==> config.mk <==
export PLATFORM = sky130hd
export DESIGN_NAME = instr_encoder_flat
export DESIGN_NICKNAME = d
export VERILOG_FILES = /design/src/rtl/instr_encoder_if.sv /design/src/rtl/instr_encoder.sv /design/src/flat_wrapper.sv
export SDC_FILE = /design/constraint.sdc
export NUM_CORES = 1
export LEC_CHECK = 0
export ABC_CLOCK_PERIOD_IN_PS = 2700
export CAP_MARGIN = 5
export CELL_PAD_IN_SITES_DETAIL_PLACEMENT = 1
export CELL_PAD_IN_SITES_GLOBAL_PLACEMENT = 1
export CORE_UTILIZATION = 45
export CTS_CLUSTER_DIAMETER = 40
export DETAILED_ROUTE_END_ITERATION = 6
export HOLD_SLACK_MARGIN = 0.1
export PLACE_DENSITY = 0.82
export SLEW_MARGIN = 20
export SYNTH_ARGS = -nofsm -noshare
export SYNTH_HDL_FRONTEND = slang
export SYNTH_SLANG_ARGS = --single-unit
==> constraint.sdc <==
create_clock -name clk -period 2.7 [get_ports clk]
set_input_delay 0.405 -clock clk [delete_from_list [all_inputs] [get_ports clk]]
set_output_delay 0.405 -clock clk [all_outputs]
set_load 0.02 [all_outputs]
==> src/rtl/instr_encoder_if.sv <==
// instr_encoder_if: request port, imem write port, err pulse and occupancy for instr_encoder
interface instr_encoder_if #(
  parameter int ADDR_W = 16,
  parameter int DEPTH = 4
);
  logic in_valid;
  logic in_ready;
  logic [3:0] in_op;
  logic [4:0] in_rd;
  logic [4:0] in_rn;
  logic [4:0] in_rm;
  logic [25:0] in_imm;
  logic imem_valid;
  logic imem_ready;
  logic [ADDR_W-1:0] imem_addr;
  logic [31:0] imem_wdata;
  logic err;
  logic [$clog2(DEPTH):0] count;
  modport master (
    output in_valid, in_op, in_rd, in_rn, in_rm, in_imm, imem_ready,
    input in_ready, imem_valid, imem_addr, imem_wdata, err, count
  );
  modport slave (
    input in_valid, in_op, in_rd, in_rn, in_rm, in_imm, imem_ready,
    output in_ready, imem_valid, imem_addr, imem_wdata, err, count
  );
endinterface

==> src/rtl/instr_encoder.sv <==
// instr_encoder: encodes LEGv8-subset requests into a FIFO drained to sequential imem addresses; ENC_RANGE_CHECK_EN rejects out-of-range immediates
module instr_encoder #(
  parameter int DEPTH = 4,
  parameter int ADDR_W = 16,
  parameter int BASE = 0
) (
  input logic clk,
  input logic reset,
  instr_encoder_if.slave bus
);
  localparam int PW = $clog2(DEPTH);
  localparam int CW = PW + 1;
  logic [25:0] imm;
  logic [4:0] rd, rn, rm;
  logic [31:0] word;
  logic op_ok, ok, hs, push, pop;
  logic [PW-1:0] wp_q, wp_d, rp_q, rp_d;
  logic [CW-1:0] count_q, count_d;
  logic [ADDR_W-1:0] addr_q, addr_d;
  logic err_q, err_d;
  logic [31:0] mem_q [DEPTH];
  assign imm = bus.in_imm;
  assign rd = bus.in_rd;
  assign rn = bus.in_rn;
  assign rm = bus.in_rm;
  assign op_ok = bus.in_op < 4'd11;
  always_comb begin
    word = '0;
    case (bus.in_op)
      4'd0: word = {11'h558, rm, 6'd0, rn, rd};
      4'd1: word = {11'h488, imm[10:0], rn, rd};
      4'd2: word = {11'h450, rm, 6'd0, rn, rd};
      4'd3: word = {11'h758, rm, 6'd0, rn, rd};
      4'd4: word = {11'h7C2, imm[8:0], 2'b00, rn, rd};
      4'd5: word = {11'h7C0, imm[8:0], 2'b00, rn, rd};
      4'd6: word = {6'b000101, imm};
      4'd7: word = {8'hB4, imm[18:0], rd};
      4'd8: word = {8'h54, imm[18:0], 5'b01011};
      4'd9: word = {11'h650, rm, 6'd0, rn, rd};
      4'd10: word = {11'h69B, 5'd0, imm[5:0], rn, rd};
      default: word = '0;
    endcase
  end
`ifdef ENC_RANGE_CHECK_EN
  logic in_range;
  assign in_range = bus.in_op == 4'd1 ? ~|imm[25:11] :
                    (bus.in_op == 4'd4 || bus.in_op == 4'd5) ? (&imm[25:8] | ~|imm[25:8]) :
                    (bus.in_op == 4'd7 || bus.in_op == 4'd8) ? (&imm[25:18] | ~|imm[25:18]) :
                    bus.in_op == 4'd10 ? ~|imm[25:6] : 1'b1;
  assign ok = op_ok & in_range;
`else
  assign ok = op_ok;
`endif
  always_comb begin
    hs = bus.in_valid & bus.in_ready;
    push = hs & ok;
    pop = bus.imem_valid & bus.imem_ready;
    err_d = hs & ~ok;
    wp_d = push ? wp_q + PW'(1) : wp_q;
    rp_d = pop ? rp_q + PW'(1) : rp_q;
    count_d = count_q + CW'(push) - CW'(pop);
    addr_d = pop ? addr_q + ADDR_W'(4) : addr_q;
  end
  always_ff @(posedge clk) begin
    if (reset) begin
      wp_q <= '0;
      rp_q <= '0;
      count_q <= '0;
      addr_q <= ADDR_W'(BASE);
      err_q <= 1'b0;
    end else begin
      wp_q <= wp_d;
      rp_q <= rp_d;
      count_q <= count_d;
      addr_q <= addr_d;
      err_q <= err_d;
    end
  end
  always_ff @(posedge clk) begin
    if (push) mem_q[wp_q] <= word;
  end
  assign bus.in_ready = count_q < CW'(DEPTH);
  assign bus.imem_valid = count_q != '0;
  assign bus.imem_wdata = mem_q[rp_q];
  assign bus.imem_addr = addr_q;
  assign bus.err = err_q;
  assign bus.count = count_q;
endmodule
==> src/flat_wrapper.sv <==
// flat-port wrapper written by rule: the top's interface ports become plain ports
module instr_encoder_flat 
#(
  parameter int DEPTH = 4,
  parameter int ADDR_W = 16,
  parameter int BASE = 0
)
  (clk, reset, bus_in_valid, bus_in_op, bus_in_rd, bus_in_rn, bus_in_rm, bus_in_imm, bus_imem_ready, bus_in_ready, bus_imem_valid, bus_imem_addr, bus_imem_wdata, bus_err, bus_count);
  instr_encoder_if #(.ADDR_W(ADDR_W), .DEPTH(DEPTH)) bus_i ();
  input logic clk;
  input logic reset;
  input wire logic [$bits(bus_i.in_valid)-1:0] bus_in_valid;
  input wire logic [$bits(bus_i.in_op)-1:0] bus_in_op;
  input wire logic [$bits(bus_i.in_rd)-1:0] bus_in_rd;
  input wire logic [$bits(bus_i.in_rn)-1:0] bus_in_rn;
  input wire logic [$bits(bus_i.in_rm)-1:0] bus_in_rm;
  input wire logic [$bits(bus_i.in_imm)-1:0] bus_in_imm;
  input wire logic [$bits(bus_i.imem_ready)-1:0] bus_imem_ready;
  output wire logic [$bits(bus_i.in_ready)-1:0] bus_in_ready;
  output wire logic [$bits(bus_i.imem_valid)-1:0] bus_imem_valid;
  output wire logic [$bits(bus_i.imem_addr)-1:0] bus_imem_addr;
  output wire logic [$bits(bus_i.imem_wdata)-1:0] bus_imem_wdata;
  output wire logic [$bits(bus_i.err)-1:0] bus_err;
  output wire logic [$bits(bus_i.count)-1:0] bus_count;
  assign bus_i.in_valid = bus_in_valid;
  assign bus_i.in_op = bus_in_op;
  assign bus_i.in_rd = bus_in_rd;
  assign bus_i.in_rn = bus_in_rn;
  assign bus_i.in_rm = bus_in_rm;
  assign bus_i.in_imm = bus_in_imm;
  assign bus_i.imem_ready = bus_imem_ready;
  assign bus_in_ready = bus_i.in_ready;
  assign bus_imem_valid = bus_i.imem_valid;
  assign bus_imem_addr = bus_i.imem_addr;
  assign bus_imem_wdata = bus_i.imem_wdata;
  assign bus_err = bus_i.err;
  assign bus_count = bus_i.count;
  instr_encoder #(.DEPTH(DEPTH), .ADDR_W(ADDR_W), .BASE(BASE)) u_core (.clk(clk), .reset(reset), .bus(bus_i));
endmodule
==> reports/metrics.csv <==
metric,value,unit
finalSetupTns,0,ps
wl,17590,um
cp_max_fo,12,
fin_crit_sh,96.67,%
syn_area,6635,sq um
ys_seq_area_share,65.17,%
power_density,835.1,nW/um^2
drtIter0Drc,301,
synth_cell_types,47,
p_leak,2.999,nW
io_buffers,100,
die_h,123.4,um
coreArea,14480,sq um
avgRoutedWirePerCell,23.24,um
avgViaCountPerCell,5.935,
num_vias,4493,
dr_wl_met3,1225,um
firstDrtPassIters,5,
setup_ws,89.98,ps
antenna_found_initial,1,
clock.fmax,0.3831,GHz
rows,44,
syn2layout_area_growth,29.17,%
rsz0062_at_grt,no,
r2r-end,u_core.bus.count[2],
endpoint_kind,primary output,
final_nets,617,
synth_edf_count,128,
syn_area_per_cell,15.01,sq um
slew_viol_final,0,
ys_ff_latch,152,
hold_class,flip-flop to flip-flop,
reg2reg_from,u_core.bus.count[2],
grt_max_degree,31,
worstRegToRegCells,8,
slew_headroom,41.93,%
grt_usage,24.68,%
maxCapViolCount,0,
drc_errors,0,
setup_violations,0,
worstMarginPinSlew,868.3,ps
postCtsSetupBuffers,0,
cp.arrival,2210,ps
grt_overflow_total,0,
finClkSkew,7.278,ps
r2r_setup_slack,600,ps
ctsResizeCount,1,
yosysWarnings,0,
htree_levels,4,
place_hpwl,11560,um
grt_pass1_vias,4680,
hold_viol_final,0,
antenna_cells,0,
io_pins,103,
crit_chain,"buf_12, mux4_2, clkdlybuf4s50_1",
place.gp.congestion,0.8096,
final_util,59.19,%
synth-main-ff-cell,edfxtp_1,
crit_type,flip-flop to primary output,
clkLatencyLatePin,420,ps
drive_gt1_share,16.58,%
worst_setup_path_start_kind,flip-flop,
period_minus_slack,2610,ps
die-width,123.4,um
place_ws,182.1,ps
crit_slowest_cell,clkdlybuf4s50_1,
cts_root_buf,clkbuf_16,
crit_end,bus_imem_wdata[30],
cts_buffer_depth,2,
top_layer_used,met5,
worst_ep_required_time,2300,ps
synthArstFlopShare,0,%
cts_tree,built,
cts.clk_slew.worst_paths,60,ps
m1WireLength,7289,um
routed-wl-met2,8650,um
die_area,15230,sq um
cts_inserted_buffers,17,
finalPower,7.157,mW
status,"complete, no violations",
ir_drop,562.4,uV
ant_nets,0,
grt_pass1_wl,26560,um
crit_path_max_incr_delay,560,ps
cts.sinks,152,
postCtsHoldBufs,0,
initial_core_util,45.83,%
syn_inst,442,
[registers in the layout (all words and copies together) (netlist names), named ones only]
register              flops
u_core.wp_q               2
u_core.bus.err            1
u_core.bus.count          3
u_core.mem_q            128
u_core.bus.imem_addr     14
u_core.rp_q               2
[worst min-delay path by stage]
stage,depth (start not counted),start,to
5_1_grt,2,u_core.bus.imem_addr[15],u_core.bus.imem_addr[15]
3_3_place_gp,2,u_core.bus.imem_addr[15],u_core.bus.imem_addr[15]
2_1_floorplan,1,reset,u_core.bus.count[0]
3_5_place_dp,2,u_core.bus.imem_addr[15],u_core.bus.imem_addr[15]
6_report,2,u_core.bus.imem_addr[15],u_core.bus.imem_addr[15]
4_1_cts,2,u_core.bus.imem_addr[15],u_core.bus.imem_addr[15]
[cell usage after synthesis (2+ instances only)]
master,n,area (sq um)
nor2_1,29,108.9
buf_2,12,60.06
dfxtp_1,24,480.5
nand2_1,26,97.59
a22oi_1,7,52.55
nand4_1,2,12.51
nor2b_1,16,100.1
a221o_1,9,90.09
a221oi_1,3,26.28
o31ai_1,4,30.03
xnor2_1,5,43.79
edfxtp_1,128,3844
a21o_1,5,37.54
o21ai_0,14,70.07
xor2_1,8,70.07
mux4_2,32,720.7
nand3_1,11,55.05
a22o_1,5,43.79
buf_4,2,15.01
clkbuf_1,11,41.29
o22ai_1,8,50.05
inv_1,12,45.04
or4_1,3,22.52
nand2b_1,5,31.28
mux2i_1,8,80.08
buf_1,2,7.510
ha_1,7,87.58
o21bai_1,2,15.01
a21oi_1,20,100.1
and2_1,5,31.28
[power by group]
| group | internal (mW) | switching (mW) | leakage (nW) |
|---|---|---|---|
| combinational | 1.01 | 0.983 | 1.34 |
| sequential | 2.76 | 0.116 | 1.38 |
| clock | 1.40 | 0.888 | 0.277 |
| total | 5.17 | 1.99 | 3.00 |
[kinds of logic after synthesis]
group,Yosys count,synth area share (%)
muxes,41,12.24
DFF,152,65.17
other,1,0.05652
and+or+nand+nor,105,8.033
xor gates and xnor gates,13,1.716
adders and majority gates,8,1.622
buffers and inverters,39,2.546
AOI/OAI and AO/OA,83,8.618
[worst max-delay path: cells and delay by family, from the launching register on]
| kind | cells | cell delay, ps |
|---|---|---|
| muxes | 1 | 540 |
| DFF | 1 | 470 |
| buffers and inverters | 2 | 760 |
[cells in the final DEF, fill, tap and decap left out, types with 6 or more instances in the layout]
cell type        synthesis  routed
ha_1                     7       7
clkdlybuf4s50_1          0      94
clkbuf_16                0      17
dlymetal6s2s_1           0       6
nor2b_1                 16      16
o22ai_1                  8       8
inv_1                   12      12
dfxtp_1                 24      23
mux4_2                  32      32
a21oi_1                 20      20
nor2_1                  29      29
xor2_1                   8       8
nand3_1                 11      11
edfxtp_1               128     128
buf_4                    2      21
a22oi_1                  7       7
mux2i_1                  8       8
nand2_1                 26      26
o21ai_0                 14      14
a221o_1                  9       9
[final cells by class]
type	instances	area, sq um
clock buffers	23	467.9
clock inverters	9	100.1
fillers	1379	5908
inverters	12	45.04
multi-input cells	252	2146
flip-flops and latches	152	4328
well taps	184	230.2
repair buffers	125	1254
[per-stage QoR]
stage	instance area (sq um)	instances	hold slack (ps)
after floorplan	6639	443	476.6
after global placement	7985	725	463.5
after detailed placement	7985	725	491.8
after CTS	8556	757	503.1
after global routing	8571	757	547.3
final	8571	757	499.2
[layer usage]
metal | track usage, % | up-vias
met5 | 0 | -
met4 | 9.864 | 2
met3 | 6.596 | 43
met2 | 40.15 | 198
met1 | 31.39 | 2295
li1 | - | 1955
Power figures use the tool's default switching activity.
